### config.mk
export PLATFORM = sky130hd
export DESIGN_NAME = cnn_mac_pipe_flat
export DESIGN_NICKNAME = d
export VERILOG_FILES = /design/src/rtl/cnn_mac_pkg.sv /design/src/rtl/cnn_mac_pipe_if.sv /design/src/rtl/cnn_mac_mul_pipe.sv /design/src/rtl/cnn_mac_pipe.sv /design/src/flat_wrapper.sv
export SDC_FILE = /design/constraint.sdc
export NUM_CORES = 1
export LEC_CHECK = 0
export BUFFER_PORTS_ARGS = -buffer_cell sky130_fd_sc_hd__buf_2
export CAP_MARGIN = 20
export CORE_AREA = 4 4 108 187
export DETAILED_ROUTE_END_ITERATION = 16
export DIE_AREA = 0 0 112 191
export MAX_ROUTING_LAYER = met4
export PLACE_DENSITY = 0.77
export SKIP_LAST_GASP = 1
export SLEW_MARGIN = 10
export SYNTH_ARGS = -nofsm -noshare
export SYNTH_HDL_FRONTEND = slang
export SYNTH_SLANG_ARGS = --single-unit
### constraint.sdc
create_clock -name ap_clk -period 6.9 [get_ports ap_clk]
set_clock_uncertainty 0.05 [all_clocks]
set_input_delay 0.69 -clock ap_clk [delete_from_list [all_inputs] [get_ports ap_clk]]
set_output_delay 0.69 -clock ap_clk [all_outputs]
set_load 0.03 [all_outputs]
### src/rtl/cnn_mac_pkg.sv
// Shared widths, legality limits and the output clamp helper for the CNN MAC engine.
// Default parameter set matches the 8s x 14s, 3x3-kernel configuration.
package cnn_mac_pkg;

  localparam int A_W_DEF       = 8;
  localparam int B_W_DEF       = 14;
  localparam int PROD_W        = A_W_DEF + B_W_DEF;
  localparam int MAX_W         = 64;
  localparam int NUM_STAGE_MIN = 1;
  localparam int NUM_STAGE_MAX = 4;
  localparam int K_LEN_MIN     = 2;
  localparam int K_LEN_MAX     = 1024;

  function automatic int acc_w_min(input int a_w, input int b_w, input int k_len);
    return a_w + b_w + $clog2(k_len);
  endfunction

  typedef struct packed {
    logic                    ovf;
    logic signed [MAX_W-1:0] val;
  } sat_t;

  // Clamp a sign-extended value into the signed range of out_w bits.
  function automatic sat_t sat_to_width(input logic signed [MAX_W-1:0] v, input int out_w);
    sat_t                    r;
    logic signed [MAX_W-1:0] hi;
    logic signed [MAX_W-1:0] lo;
    hi    = (MAX_W'(1) <<< (out_w - 1)) - MAX_W'(1);
    lo    = ~hi;
    r.ovf = 1'b0;
    r.val = v;
    if (v > hi) begin
      r.val = hi;
      r.ovf = 1'b1;
    end else if (v < lo) begin
      r.val = lo;
      r.ovf = 1'b1;
    end
    return r;
  endfunction

endpackage

### src/rtl/cnn_mac_pipe_if.sv
// Operand/result handshake bundle between a pair source, the MAC engine and its consumer.
// slave is the engine side, master is the source/consumer side.
interface cnn_mac_pipe_if #(
  parameter int A_W   = 8,
  parameter int B_W   = 14,
  parameter int OUT_W = 22
);
  logic                    in_valid;
  logic                    in_ready;
  logic signed [A_W-1:0]   din0;
  logic signed [B_W-1:0]   din1;
  logic                    out_valid;
  logic                    out_ready;
  logic signed [OUT_W-1:0] dout;
  logic                    ovf;

  modport slave (
    input  in_valid, din0, din1, out_ready,
    output in_ready, out_valid, dout, ovf
  );

  modport master (
    output in_valid, din0, din1, out_ready,
    input  in_ready, out_valid, dout, ovf
  );
endinterface

### src/rtl/cnn_mac_mul_pipe.sv
// Signed full-width multiplier with NUM_STAGE hold-able registers; stage 0 captures the product.
// Only valid bits are reset so the data path maps cleanly onto DSP pipeline registers.
module cnn_mac_mul_pipe #(
  parameter int A_W       = 8,
  parameter int B_W       = 14,
  parameter int NUM_STAGE = 3,
  localparam int P_W      = A_W + B_W
) (
  input  logic                  clk_i,
  input  logic                  rst_ni,
  input  logic                  en_i,
  input  logic                  vld_i,
  input  logic signed [A_W-1:0] a_i,
  input  logic signed [B_W-1:0] b_i,
  output logic                  vld_o,
  output logic signed [P_W-1:0] prod_o
);

  logic signed [P_W-1:0] a_x;
  logic signed [P_W-1:0] b_x;
  logic signed [P_W-1:0] prod_q [NUM_STAGE];
  logic [NUM_STAGE-1:0]  vld_q;

  assign a_x = P_W'(a_i);
  assign b_x = P_W'(b_i);

  always_ff @(posedge clk_i) begin
    if (!rst_ni) begin
      vld_q <= '0;
    end else if (en_i) begin
      vld_q[0] <= vld_i;
      for (int i = 1; i < NUM_STAGE; i++) vld_q[i] <= vld_q[i-1];
    end
  end

  always_ff @(posedge clk_i) begin
    if (en_i) begin
      prod_q[0] <= a_x * b_x;
      for (int i = 1; i < NUM_STAGE; i++) prod_q[i] <= prod_q[i-1];
    end
  end

  assign vld_o  = vld_q[NUM_STAGE-1];
  assign prod_o = prod_q[NUM_STAGE-1];

endmodule

### src/rtl/cnn_mac_pipe.sv
// Pipelined signed MAC: sums K_LEN products per window, one result per window with full backpressure.
// CNN_MAC_SAT_EN selects saturating output with ovf; otherwise dout wraps and ovf stays 0.
module cnn_mac_pipe
  import cnn_mac_pkg::*;
#(
  parameter int A_W       = 8,
  parameter int B_W       = 14,
  parameter int NUM_STAGE = 3,
  parameter int K_LEN     = 9,
  parameter int ACC_W     = 32,
  parameter int OUT_W     = 22
) (
  input  logic           ap_clk,
  input  logic           ap_rst_n,
  cnn_mac_pipe_if.slave  io
);

  localparam int P_W = A_W + B_W;
  localparam int K_W = $clog2(K_LEN);

  if (ACC_W < acc_w_min(A_W, B_W, K_LEN) || ACC_W > MAX_W || OUT_W > ACC_W ||
      NUM_STAGE < NUM_STAGE_MIN || NUM_STAGE > NUM_STAGE_MAX ||
      K_LEN < K_LEN_MIN || K_LEN > K_LEN_MAX) begin : g_bad_params
    $error("cnn_mac_pipe: illegal parameter combination");
  end

  logic                    en;
  logic                    prod_vld;
  logic signed [P_W-1:0]   prod;
  logic signed [ACC_W-1:0] prod_ext;
  logic signed [ACC_W-1:0] sum;
  logic                    last;
  logic [OUT_W-1:0]        res_dout;
  logic                    res_ovf;

  logic [K_W-1:0]          k_q, k_d;
  logic signed [ACC_W-1:0] acc_q, acc_d;
  logic                    out_valid_q, out_valid_d;
  logic [OUT_W-1:0]        dout_q, dout_d;
  logic                    ovf_q, ovf_d;

  // A held result blocks the whole pipe, so every stage shares one enable.
  assign en          = !(out_valid_q && !io.out_ready);
  assign io.in_ready = en && ap_rst_n;

  cnn_mac_mul_pipe #(
    .A_W       (A_W),
    .B_W       (B_W),
    .NUM_STAGE (NUM_STAGE)
  ) u_mul (
    .clk_i  (ap_clk),
    .rst_ni (ap_rst_n),
    .en_i   (en),
    .vld_i  (io.in_valid && io.in_ready),
    .a_i    (io.din0),
    .b_i    (io.din1),
    .vld_o  (prod_vld),
    .prod_o (prod)
  );

  assign prod_ext = ACC_W'(prod);
  assign sum      = (k_q == '0) ? prod_ext : acc_q + prod_ext;
  assign last     = (k_q == K_W'(K_LEN - 1));

`ifdef CNN_MAC_SAT_EN
  sat_t sat_res;
  always_comb begin
    sat_res  = sat_to_width(MAX_W'(sum), OUT_W);
    res_dout = sat_res.val[OUT_W-1:0];
    res_ovf  = sat_res.ovf;
  end
`else
  assign res_dout = sum[OUT_W-1:0];
  assign res_ovf  = 1'b0;
`endif

  always_comb begin
    k_d         = k_q;
    acc_d       = acc_q;
    out_valid_d = out_valid_q;
    dout_d      = dout_q;
    ovf_d       = ovf_q;
    if (out_valid_q && io.out_ready) out_valid_d = 1'b0;
    if (en && prod_vld) begin
      if (last) begin
        k_d         = '0;
        out_valid_d = 1'b1;
        dout_d      = res_dout;
        ovf_d       = res_ovf;
      end else begin
        k_d   = k_q + K_W'(1);
        acc_d = sum;
      end
    end
  end

  always_ff @(posedge ap_clk) begin
    if (!ap_rst_n) begin
      k_q         <= '0;
      acc_q       <= '0;
      out_valid_q <= 1'b0;
      dout_q      <= '0;
      ovf_q       <= 1'b0;
    end else begin
      k_q         <= k_d;
      acc_q       <= acc_d;
      out_valid_q <= out_valid_d;
      dout_q      <= dout_d;
      ovf_q       <= ovf_d;
    end
  end

  assign io.out_valid = out_valid_q;
  assign io.dout      = dout_q;
  assign io.ovf       = ovf_q;

endmodule

### src/flat_wrapper.sv
// flat-port wrapper written by rule: the top's interface ports become plain ports
module cnn_mac_pipe_flat import cnn_mac_pkg::*;
#(
  parameter int A_W       = 8,
  parameter int B_W       = 14,
  parameter int NUM_STAGE = 3,
  parameter int K_LEN     = 9,
  parameter int ACC_W     = 32,
  parameter int OUT_W     = 22
)
  (ap_clk, ap_rst_n, io_in_valid, io_din0, io_din1, io_out_ready, io_in_ready, io_out_valid, io_dout, io_ovf);
  cnn_mac_pipe_if #(.A_W(A_W), .B_W(B_W), .OUT_W(OUT_W)) io_i ();
  input  logic ap_clk;
  input  logic ap_rst_n;
  input wire logic [$bits(io_i.in_valid)-1:0] io_in_valid;
  input wire logic [$bits(io_i.din0)-1:0] io_din0;
  input wire logic [$bits(io_i.din1)-1:0] io_din1;
  input wire logic [$bits(io_i.out_ready)-1:0] io_out_ready;
  output wire logic [$bits(io_i.in_ready)-1:0] io_in_ready;
  output wire logic [$bits(io_i.out_valid)-1:0] io_out_valid;
  output wire logic [$bits(io_i.dout)-1:0] io_dout;
  output wire logic [$bits(io_i.ovf)-1:0] io_ovf;
  assign io_i.in_valid = io_in_valid;
  assign io_i.din0 = io_din0;
  assign io_i.din1 = io_din1;
  assign io_i.out_ready = io_out_ready;
  assign io_in_ready = io_i.in_ready;
  assign io_out_valid = io_i.out_valid;
  assign io_dout = io_i.dout;
  assign io_ovf = io_i.ovf;
  cnn_mac_pipe #(.A_W(A_W), .B_W(B_W), .NUM_STAGE(NUM_STAGE), .K_LEN(K_LEN), .ACC_W(ACC_W), .OUT_W(OUT_W)) u_core (.ap_clk(ap_clk), .ap_rst_n(ap_rst_n), .io(io_i));
endmodule
==> impl_metrics.json <==
{
  "status": "completed",
  "maxSlewViolCount": 0,
  "globalRouteOverflowTotal": 0,
  "m1WireLength_um": 6612,
  "cp.buffers_inverters": 4,
  "pwr_density_cell_mw_per_mm2": 350.8,
  "postCtsHoldBufs": 0,
  "hold_depth": 0,
  "max_stage_delay_ps": 540,
  "first_iter_violations": 352,
  "slew_headroom_pct": 40.42,
  "grt_max_degree": 69,
  "worstPathMaxFanout": 12,
  "grt_pass1_wl_um": 30930,
  "cts.sinks": 118,
  "leakagePower_nw": 4.630,
  "wl_um": 17570,
  "pre_cts_ws_ps": 1405,
  "setup_ws_ps": 1856,
  "cts_buffers": 17,
  "power_switching_w": 0.001291,
  "grt_pass1_vias": 6753,
  "ys_seq_area_share_pct": 33.01,
  "dr_wl_met3_um": 514,
  "drtPass1Iterations": 4,
  "fin_crit_sh_pct": 73.10,
  "p_clk_share_pct": 23.2,
  "worst_pin_slew_ps": 891.5,
  "drive_gt1_share_pct": 9.697,
  "synthDistinctLibCells": 55,
  "synth_flop_cell": "edfxtp_1",
  "finalSetupViolations": 0,
  "coreArea_mm2": 0.01858,
  "cts_tree": "built",
  "num_io_pins": 51,
  "endpoint_kind": "flop",
  "clk_pin_slew_worst_paths_ps": 60,
  "fp-row-count": 66,
  "die_height_um": 191,
  "synth_edf_count": 66,
  "synth_area_mm2": 0.009156,
  "r2r-end": "u_core.acc_q[20]",
  "viasPerCell": 5.253,
  "setup_tns_ps": 0,
  "final_cells": 1228,
  "cts_setup_buffers": 0,
  "hold_path_class": "flop to flop",
  "die_area_mm2": 0.02139,
  "io_buffers": 49,
  "clk_path_buf_depth": 2,
  "synth_seq_cells": 118,
  "grt_usage_pct": 18.16,
  "internal-power_w": 0.002277,
  "hold_end": "u_core.u_mul.prod_q[0][60]",
  "netlist_instances": 936,
  "area_growth_pct": 11.08,
  "maxCapViolations": 0,
  "dp.cells": 1196,
  "globalplace.congestion": 0.9558,
  "clock_tree.root_cell": "clkbuf_16",
  "htree_num_levels": 4,
  "syn_area_per_cell_um2": 9.782,
  "pwr-share-comb_pct": 45.6,
  "power_w": 0.003567,
  "crit_top_cell": "fa_1",
  "cp-start-kind": "primary input",
  "max_freq_ghz": 0.1983,
  "switching_share_pct": 36.18,
  "rsz0062_at_grt": "false",
  "path_delay_family": "adder cells",
  "ant_nets": 0,
  "hold_violations": 0,
  "synthArstFlopShare_pct": 0,
  "hp-start": "u_core.u_mul.prod_q[0][38]",
  "routed-via-count": 6451,
  "initial_utilization_pct": 49.28,
  "placed_cell_area_mm2": 0.009605,
  "wl_met2_um": 9937,
  "antenna_found_initial": 0,
  "critical_path.slowest_cell": "fa_1",
  "route.detailed.drc": 0,
  "yosys_warnings": 0,
  "top_layer_used": "met4",
  "nFillCells": 1675,
  "layout.nets": 1159,
  "cp.required_ps": 7000,
  "finalCriticalPeriod_ps": 5044,
  "synth_fp_nets": 1118,
  "die_w_um": 112,
  "sequentialPowerShare_pct": 31.2,
  "place_hpwl_um": 13840,
  "final_area_mm2": 0.01017,
  "cts_resized": 0,
  "vdd_drop_max_uv": 192.4,
  "r2r_start": "u_core.u_mul.prod_q[0][44]",
  "wire_per_inst_um": 14.31,
  "path_class": "primary input to flop",
  "clk_latency_ps": 400,
  "r2r.worst_path.cells": 11,
  "n_antenna_cell": 0,
  "rrSetupSlack_ps": 4110,
  "path_cells": "buf_2, inv_1, nor2_1, fa_1, fa_1, fa_1, inv_1, fa_1, inv_1, ha_1, or4_1, o22ai_1, o31ai_1, o41ai_2, xnor2_1",
  "cp.arrival_ps": 5140
}
[stage by stage]
step           util [%]  hold slack, ps
5_1_grt           54.74           367.9
2_1_floorplan         -           350.3
3_3_place_gp      51.70           350.3
6_report          54.74           364.5
4_1_cts           54.74           366.0
3_5_place_dp      51.70           354.5
[cell usage after synthesis (6+ instances only)]
| cell | instances | area [µm²] |
|---|---|---|
| a21oi_1 | 48 | 240.2 |
| inv_1 | 136 | 510.5 |
| a21o_1 | 14 | 105.1 |
| mux2i_1 | 6 | 60.06 |
| nor2_1 | 77 | 289.0 |
| o211ai_1 | 7 | 52.55 |
| edfxtp_1 | 66 | 1982 |
| nand2b_1 | 12 | 75.07 |
| xnor2_1 | 28 | 245.2 |
| nand3_1 | 18 | 90.09 |
| a211oi_1 | 18 | 135.1 |
| ha_1 | 64 | 800.8 |
| dfxtp_1 | 52 | 1041 |
| nand2_1 | 71 | 266.5 |
| fa_1 | 92 | 1842 |
| xor2_1 | 14 | 122.6 |
| and2_1 | 80 | 500.5 |
| o21ai_0 | 37 | 185.2 |
| clkbuf_1 | 25 | 93.84 |
| nor3_1 | 9 | 45.04 |
[worst max path at each step]
stage | from | endpoint | slack [ps] | cells after the start
floorplan | io_din0[7] | u_core.u_mul.prod_q[0][21] | 1770 | 18
global placement | io_din0[7] | u_core.u_mul.prod_q[0][20] | 1540 | 15
detailed placement | io_din0[7] | u_core.u_mul.prod_q[0][20] | 1400 | 15
CTS | io_din0[7] | u_core.u_mul.prod_q[0][20] | 1860 | 15
global route | io_din0[7] | u_core.u_mul.prod_q[0][21] | 1590 | 18
finish | io_din0[7] | u_core.u_mul.prod_q[0][20] | 1860 | 15
[power by group through the flow]
stage	Clock (W)	Combinational [W]	Sequential, W
global route	0.000878	0.00188	0.00113
detailed placement	0	0.00163	0.00113
floorplan	0	0.00133	0.00110
finish	0.000828	0.00163	0.00111
CTS	0.000844	0.00164	0.00111
global placement	0	0.00157	0.00112
[metal layers]
metal	up-vias	track usage [%]
met1	3122	18.97
met5	-	-
met3	42	2.439
li1	3154	-
met4	0	6.941
met2	133	34.33
[final cells by class]
class	instances	area [µm²]	area share, %
Clock buffer	19	432.9	4.256
Clock inverter	13	132.6	1.304
Inverter	136	510.5	5.019
Multi-Input combinational cell	651	5499	54.07
Sequential cell	118	3023	29.72
Tap cell	238	297.8	2.928
Timing Repair Buffer	53	275.3	2.706
[state kept, by name, summed over array words and instances (netlist names)]
register,cells
u_core.io.out_valid,1
u_core.k_q,4
u_core.u_mul.vld_q,3
u_core.io.dout,22
u_core.u_mul.prod_q,66
u_core.acc_q,22
[placed cells by master, fill, tap and decap left out, types with 7 or more instances in the layout]
master / instances
fa_1: 92
dfxtp_1: 52
a21oi_1: 48
nand2_1: 71
edfxtp_1: 66
and2_1: 80
xor2_1: 14
a211oi_1: 18
ha_1: 64
xnor2_1: 28
o211ai_1: 7
buf_2: 49
nand2b_1: 11
o21ai_0: 37
a21o_1: 14
nor3_1: 9
nor2_1: 76
inv_1: 136
nand3_1: 18
clkbuf_16: 17
[worst reg2reg max path: stages (launching register included)]
cell      delay, ps
edfxtp_1        350
ha_1            210
inv_1            70
fa_1            400
nand2b_1        180
a21oi_1         290
o211ai_1        240
a31oi_1         330
a21o_1          180
a21oi_2          60
xor2_1          220
o21ai_1         100
[cell families (layout without fill, tap and decap cells)]
| kind of cell | Yosys count | after routing | share of synthesized area [%] |
|---|---|---|---|
| simple gates | 287 | 287 | 15.33 |
| buf+inv | 167 | 221 | 7.037 |
| compound gates | 159 | 159 | 11.04 |
| fa+ha+maj | 156 | 156 | 28.86 |
| flops | 118 | 118 | 33.01 |
| xor+xnor | 42 | 42 | 4.018 |
| mux | 6 | 6 | 0.6559 |
| other cells | 1 | 1 | 0.04096 |
(Power assumes the default switching activity.)
